## src/rtl/uart_rx_fifo.sv

```systemverilog
// 8-bit UART receiver (optional even parity) feeding a valid/ready receive FIFO.
// Frame errors, parity errors and overruns are latched as sticky flags until clear_i or reset.
module uart_rx_fifo #(
    parameter int CLKS_PER_BIT = 69,
    parameter int PARITY_EN    = 0,
    parameter int FIFO_DEPTH   = 8
) (
    input  logic                          clk_in,
    input  logic                          reset,
    input  logic                          rx_i,
    input  logic                          rx_en_i,
    input  logic                          clear_i,
    output logic [7:0]                    data_o,
    output logic                          valid_o,
    input  logic                          ready_i,
    output logic [$clog2(FIFO_DEPTH):0]   count_o,
    output logic                          frame_err_o,
    output logic                          parity_err_o,
    output logic                          overrun_o
);
    localparam int AW = $clog2(FIFO_DEPTH);
    localparam int CW = $clog2(CLKS_PER_BIT);
    localparam logic [CW-1:0] HALF_LOAD = CW'(CLKS_PER_BIT / 2 - 1);
    localparam logic [CW-1:0] FULL_LOAD = CW'(CLKS_PER_BIT - 1);

    typedef enum logic [2:0] {IDLE, START, DATA, PARITY, STOP} state_t;

    logic          rx_m, rx_s, rx_q;
    state_t        state;
    logic [CW-1:0] cnt;
    logic [2:0]    idx;
    logic [7:0]    shift;
    logic          par_bad;
    logic          push, frame_evt, parity_evt;
    logic          tick;

    logic [7:0]    mem [FIFO_DEPTH];
    logic [AW:0]   wr_ptr, rd_ptr;
    logic          empty, full, pop, do_push;

    // Line synchronizer plus edge-history flop; all idle high.
    always_ff @(posedge clk_in or posedge reset) begin
        if (reset) begin
            {rx_m, rx_s, rx_q} <= 3'b111;
        end else begin
            {rx_m, rx_s, rx_q} <= {rx_i, rx_m, rx_s};
        end
    end

    assign tick = (cnt == '0);

    always_ff @(posedge clk_in or posedge reset) begin
        if (reset) begin
            state      <= IDLE;
            cnt        <= '0;
            idx        <= '0;
            par_bad    <= 1'b0;
            push       <= 1'b0;
            frame_evt  <= 1'b0;
            parity_evt <= 1'b0;
        end else begin
            push       <= 1'b0;
            frame_evt  <= 1'b0;
            parity_evt <= 1'b0;
            if (!rx_en_i) begin
                state <= IDLE;
            end else begin
                case (state)
                    IDLE: begin
                        if (rx_q && !rx_s) begin
                            cnt   <= HALF_LOAD;
                            state <= START;
                        end
                    end
                    START: begin
                        if (tick) begin
                            if (!rx_s) begin
                                cnt     <= FULL_LOAD;
                                idx     <= 3'd0;
                                par_bad <= 1'b0;
                                state   <= DATA;
                            end else begin
                                state <= IDLE;
                            end
                        end else begin
                            cnt <= cnt - 1'b1;
                        end
                    end
                    DATA: begin
                        if (tick) begin
                            cnt <= FULL_LOAD;
                            idx <= idx + 3'd1;
                            if (idx == 3'd7) begin
                                state <= (PARITY_EN != 0) ? PARITY : STOP;
                            end
                        end else begin
                            cnt <= cnt - 1'b1;
                        end
                    end
                    PARITY: begin
                        if (tick) begin
                            cnt     <= FULL_LOAD;
                            par_bad <= (rx_s != ^shift);
                            state   <= STOP;
                        end else begin
                            cnt <= cnt - 1'b1;
                        end
                    end
                    STOP: begin
                        if (tick) begin
                            state <= IDLE;
                            // A low stop bit outranks any parity result.
                            if (!rx_s) begin
                                frame_evt <= 1'b1;
                            end else if (par_bad) begin
                                parity_evt <= 1'b1;
                            end else begin
                                push <= 1'b1;
                            end
                        end else begin
                            cnt <= cnt - 1'b1;
                        end
                    end
                    default: state <= IDLE;
                endcase
            end
        end
    end

    // Shift register holds its value through STOP and the following push cycle.
    always_ff @(posedge clk_in) begin
        if (state == DATA && tick) begin
            shift[idx] <= rx_s;
        end
    end

    assign empty   = (wr_ptr == rd_ptr);
    assign full    = (wr_ptr[AW] != rd_ptr[AW]) && (wr_ptr[AW-1:0] == rd_ptr[AW-1:0]);
    assign valid_o = !empty;
    assign pop     = valid_o && ready_i;
    assign do_push = push && !clear_i && (!full || pop);
    assign count_o = wr_ptr - rd_ptr;
    assign data_o  = empty ? 8'h00 : mem[rd_ptr[AW-1:0]];

    always_ff @(posedge clk_in or posedge reset) begin
        if (reset) begin
            wr_ptr <= '0;
            rd_ptr <= '0;
        end else if (clear_i) begin
            wr_ptr <= '0;
            rd_ptr <= '0;
        end else begin
            if (do_push) wr_ptr <= wr_ptr + 1'b1;
            if (pop)     rd_ptr <= rd_ptr + 1'b1;
        end
    end

    always_ff @(posedge clk_in) begin
        if (do_push) begin
            mem[wr_ptr[AW-1:0]] <= shift;
        end
    end

    always_ff @(posedge clk_in or posedge reset) begin
        if (reset) begin
            frame_err_o  <= 1'b0;
            parity_err_o <= 1'b0;
            overrun_o    <= 1'b0;
        end else if (clear_i) begin
            frame_err_o  <= 1'b0;
            parity_err_o <= 1'b0;
            overrun_o    <= 1'b0;
        end else begin
            if (frame_evt)                 frame_err_o  <= 1'b1;
            if (parity_evt)                parity_err_o <= 1'b1;
            if (push && full && !pop)      overrun_o    <= 1'b1;
        end
    end
endmodule

```

## config.mk

```make
export PLATFORM = sky130hd
export DESIGN_NAME = uart_rx_fifo
export DESIGN_NICKNAME = d
export VERILOG_FILES = /design/src/rtl/uart_rx_fifo.sv
export SDC_FILE = /design/constraint.sdc
export NUM_CORES = 1
export LEC_CHECK = 0
export CORE_MARGIN = 2
export CORE_UTILIZATION = 60
export DETAILED_ROUTE_END_ITERATION = 12
export GPL_TIMING_DRIVEN = 0
export HOLD_SLACK_MARGIN = 0.05
export PLACE_DENSITY = 0.79
export REMOVE_ABC_BUFFERS = 1
export SYNTH_ARGS = -nofsm -noshare
export SYNTH_HDL_FRONTEND = slang
export SYNTH_SLANG_ARGS = --single-unit
```

## constraint.sdc

```tcl
create_clock -name clk_in -period 4.1 [get_ports clk_in]
set_input_delay 1.025 -clock clk_in [delete_from_list [all_inputs] [get_ports clk_in]]
set_output_delay 1.025 -clock clk_in [all_outputs]
set_load 0.005 [all_outputs]
```

==> flow_metrics.tcl, run 1 <==
set metrics [dict create \
    outcome "completed" \
    whs_endpoint "rx_s" \
    synthTopCellsByArea "sky130_fd_sc_hd__edfxtp_1, sky130_fd_sc_hd__dfrtp_1, sky130_fd_sc_hd__mux4_2" \
    peakVddDrop_mv 0.263 \
    post_synthesis_cell_area_um2 4620 \
    endpoint_kind "output port" \
    postSynthRegisterBits 103 \
    postSynth.topFlopCell "sky130_fd_sc_hd__edfxtp_1" \
    static_leakage_power_nw 1.81 \
    groute.usage.overall 0.212 \
    final_cell_count_no_fill 455 \
    grt_max_degree 32 \
    crit_fanout 10 \
    slew_headroom 0.230 \
    share_of_the_clock_period_used_by_the_worst_path 0.937 \
    clock_tree_skew_after_final_layout_ps 13.4 \
    worst_r2r_endpoint "mem[3][5]" \
    mean_area_per_synthesized_cell_um2 14.1 \
    die_w_um 91.8 \
    routedWlPerCell_um 18.2 \
    worst-setup-path-type "flop to output port" \
    max_freq_mhz 260 \
    die_h_um 91.8 \
    timing.setup.tns_ps 0 \
    effective_utilization_at_floorplan 0.608 \
    insertedDiodeCount 0 \
    cts.sink_count 103 \
    postRouteAntennaNets 0 \
    crit_arrival_ps 2820 \
    tritoncts "built" \
    ctsRootBufferMaster "sky130_fd_sc_hd__clkbuf_8" \
    synth_edf_count 72 \
    post_synth_num_cell_types 58 \
    cts_hold_buffers 0 \
    routabilityCongestion 0.855 \
    grt_pass1_wl_um 13300 \
    drive_above_1_share 0.150 \
    asyncSetResetFlopFracSynth 0.301 \
    routed_wirelength_um 8260 \
    hold_class "flop to flop" \
    cts_made_buffers 9 \
    boundaryPins 22 \
    max-clock-path-buffers 2 \
    detail_route.iter0.violations 214 \
    antenna_violations_before_repair 0 \
    grt_pass1_vias 2705 \
    cp-start-kind "flop" \
    timing_hold_violations_final 0 \
    placed_cells 439 \
    ys_seq_area_frac 0.636 \
    post-synth-top-area-cell "sky130_fd_sc_hd__edfxtp_1" \
    die-area_um2 8420 \
    grt_overflow_total 0 \
    finalWorstPathRequiredPeriod_ps 3840 \
    total_number_of_nets_in_the_final_design 363 \
    critical_path.reg2reg.startpoint "rd_ptr[2]" \
    max_cap_check_violation_count 0 \
    firstDrtPassIters 5 \
    required_time_at_the_endpoint_of_the_critical_path_ps 3070 \
    vias 2709 \
    holdPathStages 0 \
    floorplan.rows 32 \
    netlist_instances 327 \
    worst_min_delay_path_startpoint "rx_m" \
    combined_area_of_the_multi_input_logic_cells_um2 1560 \
    clk_pin_slew_worst_paths_ps 100 \
    r2r_cells 6 \
    fill_cells 540 \
    grt_setup_unrepaired "no" \
    cellPowerDensity_nw_per_um2 388 \
    core-area_um2 7610 \
    post_drt_via_cell_ratio 5.95 \
    netlist_top_cells_count "sky130_fd_sc_hd__edfxtp_1, sky130_fd_sc_hd__nor2_1, sky130_fd_sc_hd__dfrtp_1" \
    htree_levels 3 \
    worst_slew_pin_slew_ps 1150 \
    yosysMostFrequentCell "sky130_fd_sc_hd__edfxtp_1" \
    setup_violations 0 \
    yosys.area.top_type_share 0.468 \
    dp_hpwl_um 5340 \
    ys.warnings.count 0 \
    clk_latency_ps 370 \
    route.detailed.drc 0 \
    register_area_um2 2940 \
    numPortBuffers 21 \
    relative_area_change_from_synthesis_to_final_layout_pct 11.0 \
    final_max_tran_viols 0 \
    reg2reg_setup_slack_ps 920 \
]
## flip-flops by register name, summed over array words and instances (netlist names)
name / flops
cnt: 7
frame_err_o: 1
idx: 3
overrun_o: 1
rx_q: 1
parity_evt: 1
push: 1
mem: 64
state: 3
par_bad: 1
parity_err_o: 1
shift: 8
rd_ptr: 4
rx_s: 1
wr_ptr: 4
rx_m: 1
frame_evt: 1
## cell type report
| class | count | share of cell area |
|---|---|---|
| inverter | 19 | 0.0139 |
| sequential | 103 | 0.574 |
| clock inverter | 7 | 0.0176 |
| clock buffer | 9 | 0.0241 |
| multi-input combinational | 194 | 0.305 |
| timing repair buffer | 21 | 0.0410 |
| tap | 102 | 0.0249 |
## cell usage in the layout, fill, tap and decap left out, types with 4 or more instances in the layout
cell type                         count
sky130_fd_sc_hd__a21oi_1             16
sky130_fd_sc_hd__clkbuf_8             9
sky130_fd_sc_hd__clkdlybuf4s50_1     21
sky130_fd_sc_hd__dfrtp_1             26
sky130_fd_sc_hd__edfxtp_1            72
sky130_fd_sc_hd__ha_1                 8
sky130_fd_sc_hd__inv_1               18
sky130_fd_sc_hd__mux4_2              16
sky130_fd_sc_hd__nand2_1             24
sky130_fd_sc_hd__nand2b_1             4
sky130_fd_sc_hd__nand3_1              5
sky130_fd_sc_hd__nor2_1              31
sky130_fd_sc_hd__nor3_1               8
sky130_fd_sc_hd__o211ai_1             7
sky130_fd_sc_hd__o21ai_0              4
sky130_fd_sc_hd__or3_1                4
sky130_fd_sc_hd__xnor2_1             11
sky130_fd_sc_hd__xor2_1               5
## routing by layer
metal	vias to the layer above	GRT usage	share of wire
li1	1266	-	-
met1	1329	0.267	0.42
met2	99	0.368	0.52
met3	15	0.0320	0.047
met4	0	0.0933	0.022
met5	-	0	0
## worst max path at each step
| stage | depth (start not counted) | endpoint | startpoint | slack, ps |
|---|---|---|---|---|
| after CTS | 6 | data_o[0] | rd_ptr[2] | 110 |
| after global routing | 6 | data_o[1] | rd_ptr[2] | 100 |
| after floorplan | 5 | mem[0][0] | rd_ptr[0] | 1110 |
| after detailed placement | 5 | data_o[1] | rd_ptr[0] | 100 |
| final | 6 | data_o[0] | rd_ptr[2] | 260 |
| after global placement | 5 | data_o[0] | rd_ptr[0] | 130 |
## power breakdown
group	internal (mW)	switching (mW)
registers	1.13	0.0372
clock network	0.302	0.372
logic	0.0626	0.0899
## critical path: stages (launching register included)
cell and delay (ps):
sky130_fd_sc_hd__dfrtp_1 620, sky130_fd_sc_hd__inv_2 220, sky130_fd_sc_hd__ha_1 390, sky130_fd_sc_hd__nand3_1 270, sky130_fd_sc_hd__nor2_4 370, sky130_fd_sc_hd__a21oi_1 120, sky130_fd_sc_hd__clkdlybuf4s50_1 460
## cells by family (layout without fill, tap and decap cells)
group,Yosys count,count (layout),share of synthesized area
fa+ha+maj,9,9,0.0260
simple gates,101,101,0.112
xor+xnor,17,17,0.0352
buf+inv,30,56,0.0292
mux,19,19,0.0847
flops,103,103,0.636
compound gates,48,48,0.0766
## what timing repair did
item,in CTS,in global routing
gates resized for setup,3,1
buffers inserted,0,0
cloned,0,0
setup endpoints to repair,9,7
## per-stage QoR
stage                     worst slack [ps]  hold slack (ps)   util  total power [mW]  instance area, µm²
after floorplan                       1110              345      -              1.30                4560
after global placement                 125              346  0.644              1.33                4900
after detailed placement               105              349  0.644              1.34                4900
after CTS                              109              364  0.673              2.01                5120
after global routing                   101              371  0.674              2.07                5130
final                                  258              362  0.674              1.99                5130
Note: power is estimated with default switching activity, not from simulation.
==> run 2: changes to the inputs <==
- CTS_CLUSTER_SIZE: unset -> 8
==> results of run 2 <==
The final DEF is identical to that of run 1; final timing and power are the same.
==> run 3: changes to the inputs <==
- SETUP_SLACK_MARGIN: unset -> 0.02
==> results of run 3 <==
The final DEF is identical to that of run 1; final timing and power are the same.
